<file path="src/rtl/ps2_scancode_decoder.sv">
// PS/2 set-2 scancode assembler: turns FIFO bytes into key events with shift/held/repeat tracking and ASCII.
// Optional CAPS_LOCK_EN adds a caps_lock output toggled by the caps key.
module ps2_scancode_decoder #(
  parameter int PAUSE_SKIP = 7,
  parameter int CNT_W      = 8
) (
  input  logic             clk,
  input  logic             clrn,
  input  logic [7:0]       kbd_data,
  input  logic             kbd_ready,
  output logic             kbd_nextdata_n,
  output logic             key_valid,
  output logic [7:0]       key_code,
  output logic             key_ext,
  output logic             key_break,
  output logic             key_repeat,
  output logic [7:0]       key_ascii,
  output logic             shift_down,
  output logic             key_held,
  output logic [CNT_W-1:0] press_count
`ifdef CAPS_LOCK_EN
  , output logic           caps_lock
`endif
);

  localparam int SKIP_W = (PAUSE_SKIP < 1) ? 1 : $clog2(PAUSE_SKIP + 1);

  typedef enum logic [1:0] {IDLE, ACK, WAIT} state_e;

  state_e            state_q, state_d;
  logic [7:0]        byte_q, byte_d;
  logic              nd_q, nd_d;
  logic              valid_q, valid_d;
  logic [7:0]        kcode_q, kcode_d;
  logic              kext_q, kext_d;
  logic              kbrk_q, kbrk_d;
  logic              krep_q, krep_d;
  logic [7:0]        kascii_q, kascii_d;
  logic              ext_f_q, ext_f_d;
  logic              brk_f_q, brk_f_d;
  logic [SKIP_W-1:0] skip_q, skip_d;
  logic              lsh_q, lsh_d;
  logic              rsh_q, rsh_d;
  logic [8:0]        held_q, held_d;
  logic              held_v_q, held_v_d;
  logic [CNT_W-1:0]  cnt_q, cnt_d;
  logic [8:0]        key_id;
  logic              upper;
`ifdef CAPS_LOCK_EN
  logic              caps_q, caps_d;
`endif

  function automatic logic [7:0] ascii_of(input logic [7:0] c, input logic up);
    logic [7:0] a;
    a = '0;
    case (c)
      8'h1C: a = 8'h61; 8'h32: a = 8'h62; 8'h21: a = 8'h63; 8'h23: a = 8'h64;
      8'h24: a = 8'h65; 8'h2B: a = 8'h66; 8'h34: a = 8'h67; 8'h33: a = 8'h68;
      8'h43: a = 8'h69; 8'h3B: a = 8'h6A; 8'h42: a = 8'h6B; 8'h4B: a = 8'h6C;
      8'h3A: a = 8'h6D; 8'h31: a = 8'h6E; 8'h44: a = 8'h6F; 8'h4D: a = 8'h70;
      8'h15: a = 8'h71; 8'h2D: a = 8'h72; 8'h1B: a = 8'h73; 8'h2C: a = 8'h74;
      8'h3C: a = 8'h75; 8'h2A: a = 8'h76; 8'h1D: a = 8'h77; 8'h22: a = 8'h78;
      8'h35: a = 8'h79; 8'h1A: a = 8'h7A;
      8'h16: a = 8'h31; 8'h1E: a = 8'h32; 8'h26: a = 8'h33; 8'h25: a = 8'h34;
      8'h2E: a = 8'h35; 8'h36: a = 8'h36; 8'h3D: a = 8'h37; 8'h3E: a = 8'h38;
      8'h46: a = 8'h39; 8'h45: a = 8'h30;
      8'h29: a = 8'h20; 8'h5A: a = 8'h0D; 8'h66: a = 8'h08;
      default: a = '0;
    endcase
    if (up && (a >= 8'h61) && (a <= 8'h7A)) a = a - 8'h20;
    return a;
  endfunction

  assign key_id = {ext_f_q, byte_q};

  always_comb begin
    state_d  = state_q;
    byte_d   = byte_q;
    nd_d     = 1'b1;
    valid_d  = 1'b0;
    kcode_d  = kcode_q;
    kext_d   = kext_q;
    kbrk_d   = kbrk_q;
    krep_d   = krep_q;
    kascii_d = kascii_q;
    ext_f_d  = ext_f_q;
    brk_f_d  = brk_f_q;
    skip_d   = skip_q;
    lsh_d    = lsh_q;
    rsh_d    = rsh_q;
    held_d   = held_q;
    held_v_d = held_v_q;
    cnt_d    = cnt_q;
`ifdef CAPS_LOCK_EN
    caps_d   = caps_q;
    upper    = (lsh_q | rsh_q) ^ caps_q;
`else
    upper    = lsh_q | rsh_q;
`endif
    case (state_q)
      IDLE: if (kbd_ready) begin
        byte_d  = kbd_data;
        nd_d    = 1'b0;
        state_d = ACK;
      end
      ACK: begin
        state_d = WAIT;
        if (skip_q != '0) begin
          skip_d = skip_q - SKIP_W'(1);
        end else begin
          case (byte_q)
            8'hE1: begin
              skip_d  = SKIP_W'(PAUSE_SKIP);
              ext_f_d = 1'b0;
              brk_f_d = 1'b0;
            end
            8'hE0: ext_f_d = 1'b1;
            8'hF0: brk_f_d = 1'b1;
            8'hAA, 8'hFA, 8'hEE, 8'hFE, 8'h00, 8'hFF: begin
              ext_f_d = 1'b0;
              brk_f_d = 1'b0;
            end
            default: begin
              valid_d  = 1'b1;
              kcode_d  = byte_q;
              kext_d   = ext_f_q;
              kbrk_d   = brk_f_q;
              krep_d   = 1'b0;
              kascii_d = ext_f_q ? 8'h00 : ascii_of(byte_q, upper);
              ext_f_d  = 1'b0;
              brk_f_d  = 1'b0;
              // Shift keys only move the shift bits; everything else drives held/repeat/count.
              if (key_id == 9'h012) begin
                lsh_d = ~brk_f_q;
              end else if (key_id == 9'h059) begin
                rsh_d = ~brk_f_q;
              end else if (!brk_f_q) begin
                if (held_v_q && (key_id == held_q)) begin
                  krep_d = 1'b1;
                end else begin
                  cnt_d    = cnt_q + CNT_W'(1);
                  held_d   = key_id;
                  held_v_d = 1'b1;
`ifdef CAPS_LOCK_EN
                  if (key_id == 9'h058) caps_d = ~caps_q;
`endif
                end
              end else if (key_id == held_q) begin
                held_v_d = 1'b0;
              end
            end
          endcase
        end
      end
      WAIT:    state_d = IDLE;
      default: state_d = IDLE;
    endcase
  end

  always_ff @(posedge clk or posedge clrn) begin
    if (clrn) begin
      state_q  <= IDLE;
      byte_q   <= '0;
      nd_q     <= 1'b1;
      valid_q  <= 1'b0;
      kcode_q  <= '0;
      kext_q   <= 1'b0;
      kbrk_q   <= 1'b0;
      krep_q   <= 1'b0;
      kascii_q <= '0;
      ext_f_q  <= 1'b0;
      brk_f_q  <= 1'b0;
      skip_q   <= '0;
      lsh_q    <= 1'b0;
      rsh_q    <= 1'b0;
      held_q   <= '0;
      held_v_q <= 1'b0;
      cnt_q    <= '0;
`ifdef CAPS_LOCK_EN
      caps_q   <= 1'b0;
`endif
    end else begin
      state_q  <= state_d;
      byte_q   <= byte_d;
      nd_q     <= nd_d;
      valid_q  <= valid_d;
      kcode_q  <= kcode_d;
      kext_q   <= kext_d;
      kbrk_q   <= kbrk_d;
      krep_q   <= krep_d;
      kascii_q <= kascii_d;
      ext_f_q  <= ext_f_d;
      brk_f_q  <= brk_f_d;
      skip_q   <= skip_d;
      lsh_q    <= lsh_d;
      rsh_q    <= rsh_d;
      held_q   <= held_d;
      held_v_q <= held_v_d;
      cnt_q    <= cnt_d;
`ifdef CAPS_LOCK_EN
      caps_q   <= caps_d;
`endif
    end
  end

  assign kbd_nextdata_n = nd_q;
  assign key_valid      = valid_q;
  assign key_code       = kcode_q;
  assign key_ext        = kext_q;
  assign key_break      = kbrk_q;
  assign key_repeat     = krep_q;
  assign key_ascii      = kascii_q;
  assign shift_down     = lsh_q | rsh_q;
  assign key_held       = held_v_q;
  assign press_count    = cnt_q;
`ifdef CAPS_LOCK_EN
  assign caps_lock      = caps_q;
`endif

endmodule

</file>
<file path="config.mk">
export PLATFORM = sky130hd
export DESIGN_NAME = ps2_scancode_decoder
export DESIGN_NICKNAME = d
export VERILOG_FILES = /design/src/rtl/ps2_scancode_decoder.sv
export SDC_FILE = /design/constraint.sdc
export NUM_CORES = 1
export LEC_CHECK = 0
export CORE_MARGIN = 2
export CORE_UTILIZATION = 60
export CTS_BUF_LIST = sky130_fd_sc_hd__clkbuf_4
export DETAILED_ROUTE_END_ITERATION = 10
export DONT_BUFFER_PORTS = 1
export GPL_TIMING_DRIVEN = 0
export PLACE_DENSITY_LB_ADDON = 0.25
export RECOVER_POWER = 100
export SYNTH_ARGS = -nofsm -noshare
export SYNTH_HDL_FRONTEND = slang
export SYNTH_SLANG_ARGS = --single-unit
</file>
<file path="constraint.sdc">
create_clock -name clk -period 2.55 [get_ports clk]
set_input_delay 0.255 -clock clk [delete_from_list [all_inputs] [get_ports clk]]
set_output_delay 0.255 -clock clk [all_outputs]
set_load 0.03 [all_outputs]
</file>
# Word-level counts from Yosys, hierarchy flattened
# Memories as Yosys holds them, arrays and structs flattened.
# Index checks and enable logic that the tools add are counted.
[totals] regBits=56 rom_bits=896 inputBits=11 out_inout_bits=31 elab_cells=88 mem_count=1
[mem_list] name="(no name shown)" words=128 width=7 rd=1 rd_clocked_by_memory_dff=0 write_ports=0 line_no="56" source="case (c)"
[op_classes] n_addsub=3 magnitude_cmp=2 eq_ne=15 mux=24 n_bitwise=9 n_reduce_logical=17
[op_table] operator="$eq A8 B8 Y1 const B" n=8
[op_table] operator="$mux W8" n=6
[op_table] operator="$reduce_and A7 Y1" n=2
[op_table] operator="$mux W1" n=12
[op_table] operator="$eq A9 B5 Y1 const B" n=1
[op_table] operator="$eq A9 B7 Y1 const B" n=1
[op_table] operator="$eq A9 B9 Y1" n=1
[op_table] operator="$reduce_and A3 Y1" n=3
[op_table] operator="$reduce_or A9 Y1" n=1
[op_table] operator="$add A8 B1 Y8 const B" n=1
[op_table] operator="$ge A8 B7 Y1 const B" n=1
[op_table] operator="$le A8 B7 Y1 const B" n=1
[op_table] operator="$logic_not A8 Y1" n=1
[op_table] operator="$not A1 Y1" n=8
[op_table] operator="$sub A8 B6 Y8 const B" n=1
[op_table] operator="$mux W3" n=2
[op_table] operator="$reduce_and A5 Y1" n=1
[op_table] operator="$ne A2 B2 Y1 const B" n=2
[op_table] operator="$pmux W1 S2" n=2
[op_table] operator="$pmux W2 S2" n=1
[op_table] operator="$reduce_and A2 Y1" n=2
[op_table] operator="$reduce_and A4 Y1" n=1
[op_table] operator="$logic_and A1 B1 Y1" n=3
[op_table] operator="$reduce_bool A3 Y1" n=1
[op_table] operator="other kinds (7)" n=7

# Logic depth before layout (Yosys ltp)
# Gate-level depths: netlist of the first run.
[logic_depth] depth_word=10 depth_mapped=13 ltp_nobuf=11

# Worst setup path after synthesis of the first run
# No wires, ideal clock.
[synth_timing] path_kind="reg-to-reg" from="reg byte_q[1]" to="reg cnt_q[5] (netlist: press_count[5])" setup_ns=0.080 arrival_ns=2.458 required_time_ns=2.470 path_slack_ns=0.011 stages_incl_launch_ff=14 path_buffers=3 synth_period_minus_slack_ns=2.539 path_cell_list="dfrtp_1 clkbuf_1 inv_1 ha_1 nand2b_1 o311a_2 o41ai_1 or3_1 buf_2 clkinv_4 nand3_4 buf_6 nor3_1 xor2_1"
[synth_between] elab_chain_len=4 elab_cells_between_ends=19 classes_between="eq/ne: 11; bitwise: 4; reduce/logical: 4"
[synth_rtl] item="start, declared" line_no="31" source="logic [7:0] byte_q, byte_d;"
[synth_rtl] item="start signal, assigned" line_no="184" source="byte_q <= byte_d;"
[synth_rtl] item="$eq A8 B8 Y1, or another cell as far along" line_no="111" source="case (byte_q)"
[synth_rtl] item="$reduce_or A9 Y1 (no source line) or $logic_and A1 B1 Y1 (tied branches)"
[synth_rtl] item="$not A1 Y1 (no source line)"
[synth_rtl] item="$reduce_and A7 Y1 (no source line) (*)"
[synth_rtl] item="end signal, assigned" line_no="199" source="cnt_q <= cnt_d;"
[synth_rtl] item="end, declared" line_no="46" source="logic [CNT_W-1:0] cnt_q, cnt_d;"
# Mark *: on every way between the ends. The rest lies on a longest branch, timed or not.
# A chain may end at the register's enable or synchronous reset.

# Worst setup path after layout of the first run
[layout_timing] from="reg byte_q[0]" to="reg kascii_q[7] (netlist: key_ascii[7])"
[layout_between] elab_chain_len=10 elab_cells_between_ends=24 classes_between="add/sub: 1; order compare: 2; eq/ne: 8; mux: 6; bitwise: 1; reduce/logical: 5; memory: 1"
[layout_rtl] item="$mem_v2 Z128 W7"
[layout_rtl] item="$mux W8" line_no="56"
[layout_rtl] item="$mux W8" line_no="111"
[layout_rtl] item="$mux W8" line_no="108" source="if (skip_q != '0) begin"
[layout_rtl] item="$mux W8" line_no="100" source="case (state_q)"
[layout_rtl] item="$ge A8 B7 Y1" line_no="70" source="if (up && (a >= 8'h61) && (a <= 8'h7A)) a = a - 8'h20;"
[layout_rtl] item="$logic_and A1 B1 Y1 (2 in a row)" line_no="70"
[layout_rtl] item="$mux W8" line_no="70"
[layout_rtl] item="$mux W8" line_no="129" source="kascii_d = ext_f_q ? 8'h00 : ascii_of(byte_q, upper);"
[layout_rtl] item="end signal, assigned" line_no="191" source="kascii_q <= kascii_d;"
[layout_rtl] item="end, declared" line_no="38" source="logic [7:0] kascii_q, kascii_d;"
# Parallel ways exist; a longest one is shown, timed or not. The select of a mux whose other input is x is not followed.

==> qor.yml, run 1 <==
worstPathArrival_ps: 2860
synthMuxAreaShare: 0.04665
nets: 428
avgSynthCellArea_um2: 8.940
die_height_um: 78.45
synth_common_cells: "57 x nand2_1, 55 x dfrtp_1, 31 x o21ai_0, 18 x nor2_1, 17 x inv_1"
drv_slew: 0
synth_compound_area_frac: 0.1783
drc: 0
grt_pass1_vias: 2942
grt_pass1_wl_mm: 15.15
grt_max_degree: 43
hold_violations: 0
clock_latency_ps: 410
yosysMostFrequentCell: "nand2_1"
synth_edf_count: 0
yosysTopAreaCell: "dfrtp_1"
ys_seq_area_frac: 0.4217
dpl.hpwl_mm: 6.410
synthArstFlopShare: 1.000
rsz0062_at_grt: "true"
whs_path_depth: 1
row_count: 27
r2r-start: "byte_q[0]"
drive_gt1_frac: 0.2285
die_area_um2: 6154
hp-start: "kbd_data[3]"
fin_area_um2: 3993
track_usage: 0.3197
ir_drop_mv: 0.6636
path_class: "reg -> reg"
grt-ovfl-total: 0
reg2reg_slack_ps: 9
r2r_end: "key_ascii[7]"
yosys_warnings: 0
start_util: 0.6115
clock_sinks: 56
final_antenna_net_count: 0
crit_path_max_fanout: 10
power_leakage_uw: 0.001760
tns_ps: 0
coreArea_um2: 5439
nFillCells: 390
clockBufferDepth: 2
cp-end-kind: "flip-flop"
postSynthNetCount: 394
synth_top_family_by_area: "simple AND/OR/NAND/NOR gates"
finalClockSkew_ps: 15.00
synthSimpleGateAreaFrac: 0.2058
drtIter0Drc: 373
status: "finished, final reports clean"
tightestPinTransition_ps: 1021
avgRoutedWirePerCell_um: 20.32
critPathRequiredTime_ps: 2870
synth_area_leaders: "dfrtp_1 41%, nand2_1 6.4%, o21ai_0 4.7%"
post-route-period-util: 0.9964
min_period_ps: 2541
synthDistinctLibCells: 60
htree_levels: 2
die-width_um: 78.45
powerDensity_nw_per_um2: 1037
syn2layout_area_growth_pct: 20.05
ff2ff_path_depth: 9
hold_class: "in -> reg"
cts-root-buf: "clkbuf_4"
final-setup-viol-count: 0
hold_path_end: "byte_q[3]"
viasPerCell: 6.367
wirelength_mm: 9.731
vias: 3050
synthAdderAreaFrac: 0.04138
synth_top_area_share: 0.4138
ioPinCount: 42
place.gp.congestion: 1.014
numCtsBuffers: 5
dr.pass1.iters: 5
crit_path_start_kind: "flip-flop"
yosys.area_share.xor_xnor: 0.04477
synth_area_um2: 3326
timing.slew.headroom: 0.3195
cts_tree: "yes"
yosys_register_bits: 56
diodes: 0
place_area_um2: 3436
antenna_found_initial: 0
portBuffers: 0
clk_pin_slew_ps: 180
ys.flop_type: "dfrtp_1"
fmax_ghz: 0.3936
maxCapViolCount: 0
postSynthCellCount: 372
routing by layer:
layer  up-vias  track usage  wire, um
met5         -            0         0
met4         0       0.1281       355
met3        37      0.05402       918
met2       181       0.5224      4656
met1      1451       0.4257      3800
li1       1381            -         -
where the power goes:
| group | internal (uW) | leakage (uW) | total [uW] | switching (uW) |
|---|---|---|---|---|
| Clock | 212 | 0.0000471 | 519 | 307 |
| Combinational | 760 | 0.000999 | 1870 | 1110 |
| Sequential | 1180 | 0.000714 | 1750 | 566 |
| Total | 2160 | 0.00176 | 4140 | 1980 |
logic make-up after synthesis:
group | Yosys count
buffers and inverters | 46
adder cells (fa/ha/maj) | 11
flip-flops | 56
AND/OR/NAND/NOR | 138
XOR/XNOR | 17
AO/OA/AOI/OAI | 90
multiplexers | 14
final cells by class:
class,instances,area (um^2),area share
sequential,56,1404,0.3516
buffer,27,156.4,0.03917
inverter,18,87.58,0.02194
clock buffer,5,37.54,0.009401
clock inverter,3,46.29,0.01160
multi-input combinational,270,1926,0.4823
timing repair buffer,28,245.2,0.06142
tap,72,90.09,0.02256
flip-flops by register name, indices dropped and copies added, names as in the netlist:
name and cells:
held_q 9, byte_q 8, key_ascii 8, key_code 8, press_count 8, skip_q 3, state_q 2, brk_f_q 1
ext_f_q 1, kbd_nextdata_n 1, key_break 1, key_ext 1, key_held 1, key_repeat 1, key_valid 1, lsh_q 1
rsh_q 1
worst max-delay path by stage:
| stage | startpoint | cells after the start | endpoint | slack [ps] |
|---|---|---|---|---|
| 2_1_floorplan | byte_q[1] | 13 | press_count[5] | 10 |
| 3_3_place_gp | byte_q[1] | 11 | key_ascii[7] | -840 |
| 3_5_place_dp | byte_q[1] | 11 | key_ascii[7] | -840 |
| 4_1_cts | byte_q[0] | 11 | held_q[7] | 8 |
| 5_1_grt | byte_q[0] | 9 | key_ascii[7] | -90 |
| 6_report | byte_q[0] | 9 | key_ascii[7] | 9 |
cell usage in the layout, fill, tap and decap left out, drive strengths merged, types with 3 or more instances in the layout:
cell,count
nor2,18
nor2b,12
nor3,6
dlygate4sd3,8
nand3,13
a21oi,13
inv,16
nor4,3
dfrtp,55
nand4,8
buf,30
o21ai,32
o31ai,8
xnor2,9
a31oi,8
nand3b,3
or2,3
clkbuf,22
a32oi,3
mux2,12
nand2b,6
xor2,8
nand2,57
ha,11
stage by stage:
| stage | setup slack (ps) | util | std cells | hold slack, ps | total power [uW] |
|---|---|---|---|---|---|
| after floorplan | 11.09 | - | 372 | 371.8 | 2824 |
| after global placement | -840.4 | 0.6280 | 444 | 375.5 | 3214 |
| after detailed placement | -837.7 | 0.6317 | 445 | 118.1 | 3262 |
| after CTS | 8.139 | 0.7003 | 470 | 11.84 | 3937 |
| after global routing | -88.76 | 0.7341 | 479 | 0.8875 | 4356 |
| final | 9.210 | 0.7341 | 479 | 9.182 | 4140 |
worst max-delay path, stage by stage (launching register included):
cell,delay (ps)
dfrtp_2,450
clkinvlp_4,180
ha_2,240
clkbuf_4,180
nor2b_1,180
o41a_1,380
a32oi_2,260
nand4_1,160
a2bb2oi_2,180
a32o_1,250
repair_timing:
item | CTS | global route
gates cloned | 0 | 1
endpoints found under the hold margin | 21 | 0
setup endpoints to repair | 43 | 22
gates resized for setup | 34 | 29
hold buffers | 8 | 0
pin swaps | 2 | 7
setup buffers | 9 | 9
(Power assumes the default switching activity.)
==> inputs of run 2 (changes only) <==
--- a/config.mk
+++ b/config.mk
@@ -10,6 +10,7 @@
 export CTS_BUF_LIST = sky130_fd_sc_hd__clkbuf_4
 export DETAILED_ROUTE_END_ITERATION = 10
 export DONT_BUFFER_PORTS = 1
+export GPL_ROUTABILITY_DRIVEN = 0
 export GPL_TIMING_DRIVEN = 0
 export PLACE_DENSITY_LB_ADDON = 0.25
 export RECOVER_POWER = 100
==> run 2 against run 1 <==
The flow now finishes with violations (negative setup slack). Combinational power is essentially flat. Clock skew shrank 7.4 ps. Cell area shrank 1.1%. Critical path type unchanged. Global-route usage shrank 2.7 points. Clock-buffer cell count grew 1. Die area is the same.
==> qor.yml, run 2 (synthesis results as in run 1) <==
timing.slew.headroom: 0.3628
power_leakage_uw: 0.001791
cp-end-kind: "flip-flop"
final_cells: 477
powerDensity_nw_per_um2: 1016
critPathRequiredTime_ps: 2840
track_usage: 0.2926
top_register: "held_q"
crit_end: "held_q[3]"
mostFrequentLayoutCell: "nand2_1"
grt.busiest_layer: "met2"
layout_common_cells: "56 x nand2_1, 54 x dfrtp_1, 31 x o21ai_0, 15 x inv_1, 15 x nor2_1"
portBuffers: 0
grt_pass1_vias: 2899
start_util: 0.6115
status: "complete, but fails checks"
crit_path_start_kind: "flip-flop"
viasPerCell: 6.449
wirelength_mm: 9.151
drive_gt1_frac: 0.2173
path_delay_family: "simple AND/OR/NAND/NOR gates"
crit_path_max_fanout: 8
drtIter0Drc: 472
worstPathArrival_ps: 2850
min_period_ps: 2561
ir_drop_mv: 0.6351
coreArea_um2: 5439
clockBufferDepth: 2
hold_slack_ps: 246.6
r2r_end: "held_q[3]"
die_area_um2: 6154
fin_util: 0.7260
cts-root-buf: "clkbuf_4"
ioPinCount: 42
finalClockSkew_ps: 7.601
die_height_um: 78.45
numCtsBuffers: 5
crit_chain: "clkbuf_8 -> clkinvlp_4 -> ha_4 -> nand2b_4 -> o311a_4 -> o41ai_2 -> or3_4 -> inv_8 -> nand3_4 -> clkbuf_16 -> mux2_4"
dpl.hpwl_mm: 5.948
post-route-period-util: 1.004
grt_max_degree: 40
antenna_found_initial: 0
tightestPinTransition_ps: 955.8
fin_ws_ps: -10.92
r2r-start: "byte_q[1]"
clock_sinks: 56
slowest_delay_ps: 490
grt_pass1_wl_mm: 14.21
drv_slew: 0
grt-ovfl-total: 0
clock_latency_ps: 380
dpl_worst_slack_ps: -621.2
dr.pass1.iters: 5
row_count: 27
met3_usage: 0.07011
setup.worst_path.start: "byte_q[1]"
final_antenna_net_count: 0
rsz0062_at_grt: "true"
die-width_um: 78.45
clk_pin_slew_ps: 160
nFillCells: 406
htree_levels: 2
syn2layout_area_growth_pct: 18.74
hold_class: "in -> reg"
hold_violations: 0
nets: 426
avgRoutedWirePerCell_um: 19.18
cp.depth: 11
vias: 3076
grtUsageMet2: 0.4741
whs_path_depth: 3
dp_cells: 445
maxCapViolCount: 0
path_class: "reg -> reg"
largest_reg_flops: 9
ff2ff_path_depth: 11
drc: 0
gr-usage-met1: 0.3737
reg2reg_slack_ps: -10
crit_slowest_cell: "or3_4"
tns_ps: -17.96
violations: "negative setup slack"
final-setup-viol-count: 3
diodes: 0
critPathBufInv: 4
fmax_ghz: 0.3905
cts_tree: "yes"
run 2: changes by cell type in the layout (fill, tap and decap cells not counted), sizes merged:
| cell | delta |
|---|---|
| buf | -1 |
| clkinv | -1 |
| clkbuf | -2 |
| inv | +1 |
| dlymetal6s2s | +1 |
| dlygate4sd3 | +1 |
| bufinv | -1 |
run 2: layout make-up:
cell class,count,area (um^2),area share
clock inverter,2,13.76,0.003485
inverter,18,82.58,0.02091
sequential,56,1404,0.3555
buffer,27,161.4,0.04087
multi-input combinational,270,1914,0.4848
timing repair buffer,26,237.7,0.06020
clock buffer,6,45.04,0.01141
tap,72,90.09,0.02281
run 2: power breakdown:
part / switching (uW) / internal, uW / total (uW)
combinational: 1080 / 768 / 1850
sequential: 574 / 1180 / 1760
clock: 288 / 122 / 410
total: 1940 / 2070 / 4010
run 2: worst min-delay path by stage:
| stage | start | slack [ps] | endpoint |
|---|---|---|---|
| global route | kbd_ready | 300 | byte_q[1] |
| detailed placement | clrn | 140 | key_code[6] |
| CTS | kbd_data[3] | 10 | byte_q[3] |
| global placement | kbd_data[5] | 380 | byte_q[5] |
| finish | kbd_ready | 250 | byte_q[1] |
| floorplan | kbd_data[0] | 370 | byte_q[0] |
run 2: per-stage QoR:
step                      instance area [um^2]  total power, uW
final                                     3949             4013
after global routing                      3949             4250
after CTS                                 3717             3774
after detailed placement                  3436             3236
after global placement                    3416             3162
after floorplan                           3326             2824
run 2: repair_timing:
action,4_1_cts,5_1_grt
pin swaps,1,12
buffers inserted,7,8
cloned,0,1
setup endpoints to repair,40,22
hold endpoints to repair,22,3
hold buffers,6,3
gates resized for setup,24,40
run 2: per-layer routing:
metal	share of wire	vias to the layer above
li1	-	1364
met1	0.39	1466
met2	0.48	202
met3	0.087	44
met4	0.042	0
met5	0	-
run 2: worst reg2reg max path, cell delays in order, from the launching register on:
cell and delay (ps):
dfrtp_1 390, clkbuf_8 150, clkinvlp_4 170, ha_4 220
nand2b_4 70, o311a_4 200, o41ai_2 60, or3_4 490
inv_8 110, nand3_4 120, clkbuf_16 200, mux2_4 290
==> inputs of run 3 (changes only) <==
--- a/config.mk
+++ b/config.mk
@@ -6,7 +6,7 @@
 export NUM_CORES = 1
 export LEC_CHECK = 0
 export CORE_MARGIN = 2
-export CORE_UTILIZATION = 60
+export CORE_UTILIZATION = 50
 export CTS_BUF_LIST = sky130_fd_sc_hd__clkbuf_4
 export DETAILED_ROUTE_END_ITERATION = 10
 export DONT_BUFFER_PORTS = 1
==> run 3 against run 2 <==
The run now ends clean. Cell count increased by 1.7%. Clock skew is 6.5 ps higher. Maximum frequency grew 1.7%. Wire length fell by 2.0%. Critical path depth fell by 3. Global-route usage shrank 4.4 points. Via count fell by 1.4%. Non-clock buffer count increased by 3. Core utilization shrank 10 points. Flip-flop and latch count is the same.
==> qor.yml, run 3 (synthesis results as in run 1) <==
status: "finished, final reports clean"
row_count: 29
power.switching_uw: 1935
final_antenna_net_count: 0
maxCapViolCount: 0
critPathBufInv: 2
crit_slowest_cell: "or3b_2"
comb_power_share: 0.456
r2r_end: "key_ascii[6]"
power_leakage_uw: 0.001721
grt_pass1_vias: 2935
setup.worst_path.start: "byte_q[7]"
ir_drop_mv: 0.6674
cp.depth: 8
htree_levels: 2
drc: 0
path_delay_family: "simple AND/OR/NAND/NOR gates"
swShare: 0.4855
worstPathArrival_ps: 2810
mostFrequentLayoutCell: "nand2_1"
layout_common_cells: "56 x nand2_1, 54 x dfrtp_1, 30 x o21ai_0, 16 x nor2_1, 16 x buf_4"
post-route-period-util: 0.9870
pwr-share-clk: 0.106
min_period_ps: 2517
largest_reg_flops: 9
p_int_uw: 2050
clock_sinks: 56
start_util: 0.5208
fin_util: 0.6213
drtIter0Drc: 501
coreArea_um2: 6386
final-setup-viol-count: 0
nets: 429
finalClockSkew_ps: 14.07
drive_gt1_frac: 0.2206
reg2reg_slack_ps: 30
cts-root-buf: "clkbuf_4"
clk_pin_slew_ps: 180
hold_violations: 0
wirelength_mm: 8.970
numCtsBuffers: 5
dpl.hpwl_mm: 5.992
path_class: "reg -> reg"
syn2layout_area_growth_pct: 19.30
die-width_um: 85.56
diodes: 0
clock_latency_ps: 400
hold_class: "in -> reg"
avgRoutedWirePerCell_um: 18.49
critPathRequiredTime_ps: 2840
timing.slew.headroom: 0.3076
drv_slew: 0
die_area_um2: 7320
track_usage: 0.2490
crit_path_start_kind: "flip-flop"
crit_chain: "clkbuf_2 -> or3b_2 -> nor2_1 -> a22o_1 -> inv_1 -> ha_1 -> a21boi_0 -> a31oi_1"
crit_path_max_fanout: 10
vias: 3032
cp-end-kind: "flip-flop"
clockBufferDepth: 2
crit_end: "key_ascii[6]"
nFillCells: 552
antenna_found_initial: 0
viasPerCell: 6.252
ff2ff_path_depth: 8
power_uw: 3985
fmax_ghz: 0.3973
tightestPinTransition_ps: 1039
dr.pass1.iters: 8
p_seq_frac: 0.438
powerDensity_nw_per_um2: 1004
top_register: "held_q"
cts_tree: "yes"
die_height_um: 85.56
portBuffers: 0
slowest_delay_ps: 520
ioPinCount: 42
grt-ovfl-total: 0
grt_max_degree: 44
r2r-start: "byte_q[7]"
grt_pass1_wl_mm: 14.39
run 3: changes by cell type in the layout (fill, tap and decap cells not counted), moves of 3 or more:
cell      change
buf_2         -5
clkbuf_2      +3
clkbuf_4      +3
mux2_1        +6
mux2_4        -6
run 3: worst reg2reg max path: cells and delay by family (launching register included):
kind,cells,cell delay (ps)
AO/OA/AOI/OAI,3,590
flip-flops,1,440
AND/OR/NAND/NOR,2,790
buffers and inverters,2,330
adder cells (fa/ha/maj),1,270
run 3: what timing repair did:
item                                    4_1_cts  5_1_grt
buffers inserted                              9        9
pin swaps                                     3       11
endpoints found under the hold margin        63        0
endpoints found under the setup margin       39       22
gates resized for setup                      28       41
hold buffers                                  9        0
gates cloned                                  0        1
run 3: power groups by stage:
| stage | clock, uW | combinational, uW | sequential (uW) |
|---|---|---|---|
| after floorplan | 0 | 1120 | 1700 |
| after global placement | 0 | 1410 | 1760 |
| after detailed placement | 0 | 1440 | 1780 |
| after CTS | 432 | 1600 | 1750 |
| after global routing | 467 | 2010 | 1790 |
| final | 422 | 1820 | 1740 |
run 3: per-stage QoR:
step	instance area (um^2)	cells	setup TNS [ps]	hold slack (ps)	worst slack, ps
floorplan	3326	372	0	371.8	11.09
global placement	3422	449	-18330	375.0	-727.8
detailed placement	3442	450	-16840	101.0	-713.5
CTS	3779	476	0	213.2	0.7454
global route	3968	485	-81.59	244.8	-51.29
finish	3968	485	0	222.7	33.02
run 3: how the worst min path moves through the flow:
stage                start         to  slack [ps]  cells past startpoint
2_1_floorplan  kbd_data[0]  byte_q[0]         370                      2
3_3_place_gp   kbd_data[0]  byte_q[0]         380                      2
3_5_place_dp          clrn  key_break         100                      1
4_1_cts          kbd_ready  byte_q[1]         210                      3
5_1_grt          kbd_ready  byte_q[1]         240                      3
6_report         kbd_ready  byte_q[1]         220                      3
run 3: final cells by class:
class                   count  area [um^2]  share of cell area
multi-input cells         270         1897              0.4781
flip-flops and latches     56         1404              0.3538
repair buffers             29        255.2             0.06433
plain buffers              27        168.9             0.04257
well taps                  77        96.34             0.02428
inverters                  18        82.58             0.02081
clock buffers               5        37.54            0.009461
clock inverters             3        26.28            0.006623
run 3: per-layer routing:
layer / track usage / wire length (um) / up-vias
li1: - / - / 1372
met1: 0.3242 / 3700 / 1434
met2: 0.3814 / 4086 / 172
met3: 0.07315 / 758 / 54
met4: 0.1212 / 425 / 0
met5: 0 / 0 / -
